$ cat config.mk
export PLATFORM = sky130hd
export DESIGN_NAME = prog_ctr
export DESIGN_NICKNAME = d
export VERILOG_FILES = /design/src/rtl/prog_ctr_pkg.sv /design/src/rtl/prog_ctr_ret_stack.sv /design/src/rtl/prog_ctr.sv
export SDC_FILE = /design/constraint.sdc
export NUM_CORES = 1
export LEC_CHECK = 0
export ABC_AREA = 1
export CORE_MARGIN = 3
export CORE_UTILIZATION = 40
export DETAILED_ROUTE_END_ITERATION = 8
export GPL_ROUTABILITY_DRIVEN = 0
export PLACE_DENSITY = 0.68
export SETUP_SLACK_MARGIN = 0.05
export SYNTH_ARGS = -nofsm -noshare
export SYNTH_HDL_FRONTEND = slang
export SYNTH_HIERARCHICAL = 1
export SYNTH_SLANG_ARGS = --single-unit
$ cat constraint.sdc
create_clock -name Clk -period 2.3 [get_ports Clk]
set_clock_uncertainty 0.05 [all_clocks]
set_input_delay 0.46 -clock Clk [delete_from_list [all_inputs] [get_ports Clk]]
set_output_delay 0.46 -clock Clk [all_outputs]
set_load 0.005 [all_outputs]
$ cat src/rtl/prog_ctr_pkg.sv
// Shared types for the program counter / fetch sequencer.
package prog_ctr_pkg;
  localparam int PC_W = 10;
  typedef logic [PC_W-1:0] pc_t;
  typedef enum logic [1:0] {IDLE = 2'd0, RUN = 2'd1, HALT = 2'd2} pc_state_e;
  localparam pc_t PC_RESET = '0;
endpackage

$ cat src/rtl/prog_ctr_ret_stack.sv
// LIFO return-address stack; a push when full and a pop when empty are dropped.
module ret_stack #(
  parameter int DEPTH = 4,
  parameter int W     = 10
) (
  input  logic         Clk,
  input  logic         Reset_n,
  input  logic         push,
  input  logic         pop,
  input  logic [W-1:0] din,
  output logic [W-1:0] dout,
  output logic         full,
  output logic         empty
);
  localparam int CW = $clog2(DEPTH + 1);
  localparam int IW = (DEPTH > 1) ? $clog2(DEPTH) : 1;

  logic [DEPTH-1:0][W-1:0] mem;
  logic [CW-1:0]           cnt;
  logic [IW-1:0]           wr_idx, top_idx;

  assign full    = (cnt == CW'(DEPTH));
  assign empty   = (cnt == '0);
  assign wr_idx  = IW'(cnt);
  assign top_idx = IW'(cnt - CW'(1));
  assign dout    = empty ? '0 : mem[top_idx];

  always_ff @(posedge Clk or negedge Reset_n) begin
    if (!Reset_n) begin
      cnt <= '0;
    end else if (push && !full) begin
      cnt <= cnt + CW'(1);
    end else if (pop && !empty) begin
      cnt <= cnt - CW'(1);
    end
  end

  // Storage needs no reset: entries above cnt are never read.
  always_ff @(posedge Clk) begin
    if (push && !full) mem[wr_idx] <= din;
  end
endmodule

$ cat src/rtl/prog_ctr.sv
// Program counter and fetch sequencer with Start/Done handshake.
// Optional return stack enabled by defining PROG_CTR_RET_STACK_EN.
module prog_ctr
  import prog_ctr_pkg::*;
#(
  parameter int D        = PC_W,
  parameter int RS_DEPTH = 4
) (
  input  logic         Clk,
  input  logic         Reset_n,
  input  logic         Start,
  input  logic         Stall,
  input  logic         Halt,
  input  logic         BranchEn,
  input  logic         BranchRel,
  input  logic         Taken,
  input  logic [3:0]   LutIdx,
  output logic [3:0]   LutAddr,
  input  logic [D-1:0] LutTarget,
  input  logic         Call,
  input  logic         Ret,
  output logic [D-1:0] ProgCtr,
  output logic         Running,
  output logic         Done,
  output logic         Wrap,
  output logic         StackErr
);
  pc_state_e    state, state_nx;
  logic [D-1:0] pc_nx, pc_inc;
  logic         done_nx, wrap_nx;
  logic         call_req, ret_req, push, pop, err_set, err_clr;
  logic         stk_full, stk_empty;
  logic [D-1:0] stk_dout;

  assign LutAddr = LutIdx;
  assign Running = (state == RUN);
  assign pc_inc  = ProgCtr + D'(1);

`ifdef PROG_CTR_RET_STACK_EN
  assign call_req = Call;
  assign ret_req  = Ret;

  ret_stack #(.DEPTH(RS_DEPTH), .W(D)) u_ret_stack (
    .Clk    (Clk),
    .Reset_n(Reset_n),
    .push   (push),
    .pop    (pop),
    .din    (pc_inc),
    .dout   (stk_dout),
    .full   (stk_full),
    .empty  (stk_empty)
  );

  always_ff @(posedge Clk or negedge Reset_n) begin
    if (!Reset_n)     StackErr <= 1'b0;
    else if (err_clr) StackErr <= 1'b0;
    else if (err_set) StackErr <= 1'b1;
  end
`else
  logic unused_ok;
  assign call_req  = 1'b0;
  assign ret_req   = 1'b0;
  assign stk_full  = 1'b0;
  assign stk_empty = 1'b1;
  assign stk_dout  = '0;
  assign StackErr  = 1'b0;
  assign unused_ok = ^{Call, Ret, push, pop, err_set, err_clr};
`endif

  always_comb begin
    state_nx = state;
    pc_nx    = ProgCtr;
    done_nx  = Done;
    wrap_nx  = 1'b0;
    push     = 1'b0;
    pop      = 1'b0;
    err_set  = 1'b0;
    err_clr  = 1'b0;
    case (state)
      IDLE: begin
        if (Start) begin
          state_nx = RUN;
          pc_nx    = D'(PC_RESET);
        end
      end
      HALT: begin
        if (Start) begin
          state_nx = RUN;
          pc_nx    = D'(PC_RESET);
          done_nx  = 1'b0;
          err_clr  = 1'b1;
        end
      end
      RUN: begin
        if (!Stall) begin
          if (Halt) begin
            state_nx = HALT;
            done_nx  = 1'b1;
          end else if (call_req) begin
            // A full stack loses the return address but the jump still happens.
            push    = !stk_full;
            err_set = stk_full;
            pc_nx   = LutTarget;
          end else if (ret_req) begin
            if (stk_empty) begin
              err_set = 1'b1;
              pc_nx   = pc_inc;
            end else begin
              pop   = 1'b1;
              pc_nx = stk_dout;
            end
          end else if (BranchEn && Taken) begin
            pc_nx = BranchRel ? (ProgCtr + LutTarget) : LutTarget;
          end else begin
            pc_nx   = pc_inc;
            wrap_nx = &ProgCtr;
          end
        end
      end
      default: state_nx = IDLE;
    endcase
  end

  always_ff @(posedge Clk or negedge Reset_n) begin
    if (!Reset_n) begin
      state   <= IDLE;
      ProgCtr <= D'(PC_RESET);
      Done    <= 1'b0;
      Wrap    <= 1'b0;
    end else begin
      state   <= state_nx;
      ProgCtr <= pc_nx;
      Done    <= done_nx;
      Wrap    <= wrap_nx;
    end
  end
endmodule

==> metrics.csv <==
metric,value,unit
Core Region,3420,µm²
CP bufs+invs,3,
run status,"finished, final reports clean",
Area Growth Syn to Fin,28.2,%
max-slew violations,0,
Max-Cap Viols,0,
Die X,66.1,µm
Final nets,292,
Synth Warn #,6,
RSZ-0062 raised after global routing,false,
critical path cell sequence,"inv_1, nand2_1, inv_1, clkdlybuf4s50_1",
final worst setup slack,0.333,ns
synth unique cells,36,
peak supply drop,0.571,mV
vias in the first global route,1391,
Post-synth EDFFs,0,
actual slew at the worst max-slew pin,0.635,ns
share of the synthesized area in the top cell type,24.2,%
Slew headroom,57.5,%
layout cells sized above 1,11.7,%
Final Hold Vio Count,0,
critical path class,flip-flop to output port,
Post-Syn Area,1450,µm²
compound-cell area share of the yosys netlist,13.9,%
Simple-Gate Fraction of Synth Area,37.6,%
Tcrit/Tclk final,85.5,%
combinational family with the most area after synthesis,simple AND/OR/NAND/NOR gates,
synth cell count leaders,"nand2_1, inv_1, a21oi_1, nand3_1, dfrtp_1",
total grt overflow,0,
DRC Markers,0,
f_max,0.508,GHz
clk buf depth,2,
port bufs,30,
initial core utilization,42.3,%
Crit path arrival time,1.46,ns
CP required,1.79,ns
final core occ,54.3,%
Avg Synthesized Cell Area,6.54,µm²
first-pass GRT wire length,6.31,mm
Leakage,0.000917,µW
FP Rows,21,
"Clk pin slew, worst setup/hold paths",0.08,ns
initial antenna violation count,0,
ys async rst share,100,%
Worst path max stage delay,0.52,ns
fin crit period,1.97,ns
Synth area leader,dfrtp_1,
pwr dens,826,nW/µm²
n_diodes,0,
die area,4370,µm²
pin count of the biggest net entering global routing,15,
clk root buf,clkbuf_4,
Worst Setup End Kind,output port,
number of detailed-route iterations in the first pass,4,
final wirelength,3.58,mm
top_reg_cell synth,dfrtp_1,
Startpoint Class,flip-flop,
"CP delay by family, top",buffers and inverters,
cts hold-fix bufs,0,
post-synthesis mux area share,0,%
Detailed Place HPWL,2.89,mm
Initial DRC Count,85,
Mapped Cells,221,
syn nets,256,
TNS Setup,0,ns
Final ANT Viol Nets,0,
hold crit path type,flip-flop to flip-flop,
fillcell total,366,
I/O Pins,42,
TritonCTS Sinks,14,
"Setup violations, final",0,
Synth Area in Adders,10.0,%
clk_lat worst skew,0.29,ns
Synth Area in XOR/XNOR,3.03,%
Vias/cell,4.86,
CTS tree,done,
most numerous cell in the Yosys netlist,nand2_1,
pre-CTS setup slack,-0.187,ns
GRT Util Overall,18.5,%
top post-synthesis cells by area,"dfrtp_1, nand2_1, ha_1",
post-synthesis sequential area ratio,24.2,%
Synth Register Bits,14,
critical path's most frequent cell,inv_1,
Worst path slowest cell,clkdlybuf4s50_1,
DR vias,1469,
htree depth,1,
Inserted Clock Buffers,3,
wire per inst,11.9,µm
crit path max fanout,5,
Die Y,66.1,µm
[repair_timing]
| item | CTS | global route |
|---|---|---|
| setup endpoints to repair | 0 | 3 |
| resized for setup | 0 | 4 |
| buffers inserted | 0 | 0 |
[per-layer routing]
layer	track usage, %	wire length [µm]
met1	27.1	1810
met2	27.9	1640
met3	1.53	87
met4	6.85	42
met5	0	0
[through the flow]
step	hold WS (ns)	std cells	power (µW)	area, µm²
4_1_cts	0.423	302	1530	1840
3_3_place_gp	0.412	298	1330	1810
3_5_place_dp	0.411	298	1350	1810
2_1_floorplan	0.114	221	1000	1450
5_1_grt	0.473	302	1700	1850
6_report	0.425	302	1530	1850
[flip-flops by register name, indices dropped and copies added, names as in the netlist]
register,count
ProgCtr,10
state,2
Done,1
Wrap,1
[final timing paths]
kind | start | end | slack (ns) | cells past startpoint
setup / recovery | state[1]$_DFFE_PN0P_ | Running | 0.33 | 4
hold / removal | state[1]$_DFFE_PN0P_ | Done$_DFFE_PN0P_ | 0.43 | 1
setup reg to reg | ProgCtr[0]$_DFFE_PN0P_ | ProgCtr[6]$_DFFE_PN0P_ | 0.40 | 12
hold reg to reg | state[1]$_DFFE_PN0P_ | Done$_DFFE_PN0P_ | 0.43 | 1
max in group asynchronous | Reset_n | state[0]$_DFFE_PN0P_ | 1.28 | 1
min in group asynchronous | Reset_n | ProgCtr[6]$_DFFE_PN0P_ | 0.51 | 1
[kinds of logic after synthesis]
family,Yosys count
AOI/OAI and AO/OA,35
xor gates and xnor gates,5
adders and majority gates,11
buffers and inverters,33
DFF,14
other,1
and+or+nand+nor,122
[area by class of cell]
type                       count  area [µm²]  area share, %
clock buffer                   4        36.3           1.96
tap                           46        57.6           3.10
inverter                      25        93.8           5.06
timing repair buffer          39         370           20.0
sequential                    14         350           18.9
multi-input combinational    174         946           51.0
[worst register-to-register path, cell delays in order (launching register included)]
cell and delay, ns:
dfrtp_1 0.45, ha_2 0.22, inv_1 0.05, fa_2 0.34, nand3b_1 0.18, nand2_2 0.10, nand3_1 0.09, nand2_1 0.08
nand2_1 0.05, nand3_1 0.06, nand2_1 0.05, nand2_1 0.05, nand2_1 0.04
[power by group]
group          switching [µW]  internal [µW]
Sequential                107            322
Combinational             465            458
Clock                    83.9           96.4
[cells in the final DEF, fill, tap and decap left out, drive strengths merged]
master / Yosys / layout
o31ai: 1 / 1
xor2: 2 / 2
ha: 10 / 10
nand4: 3 / 3
a32o: 1 / 1
a21oi: 17 / 17
o21bai: 1 / 1
nand3b: 4 / 4
nand3: 16 / 16
nor4: 1 / 1
a22oi: 1 / 1
a31oi: 1 / 1
dfrtp: 14 / 14
clkdlybuf4s50: 0 / 29
nor2: 17 / 17
o21ai: 9 / 9
xnor2: 3 / 3
o211ai: 2 / 2
inv: 25 / 25
fa: 1 / 1
o22ai: 1 / 1
conb: 1 / 1
buf: 7 / 9
dlymetal6s2s: 0 / 1
o21a: 1 / 1
or2: 2 / 2
clkbuf: 1 / 4
nand2: 78 / 78
and2: 1 / 1
Power figures use the tool's default switching activity.
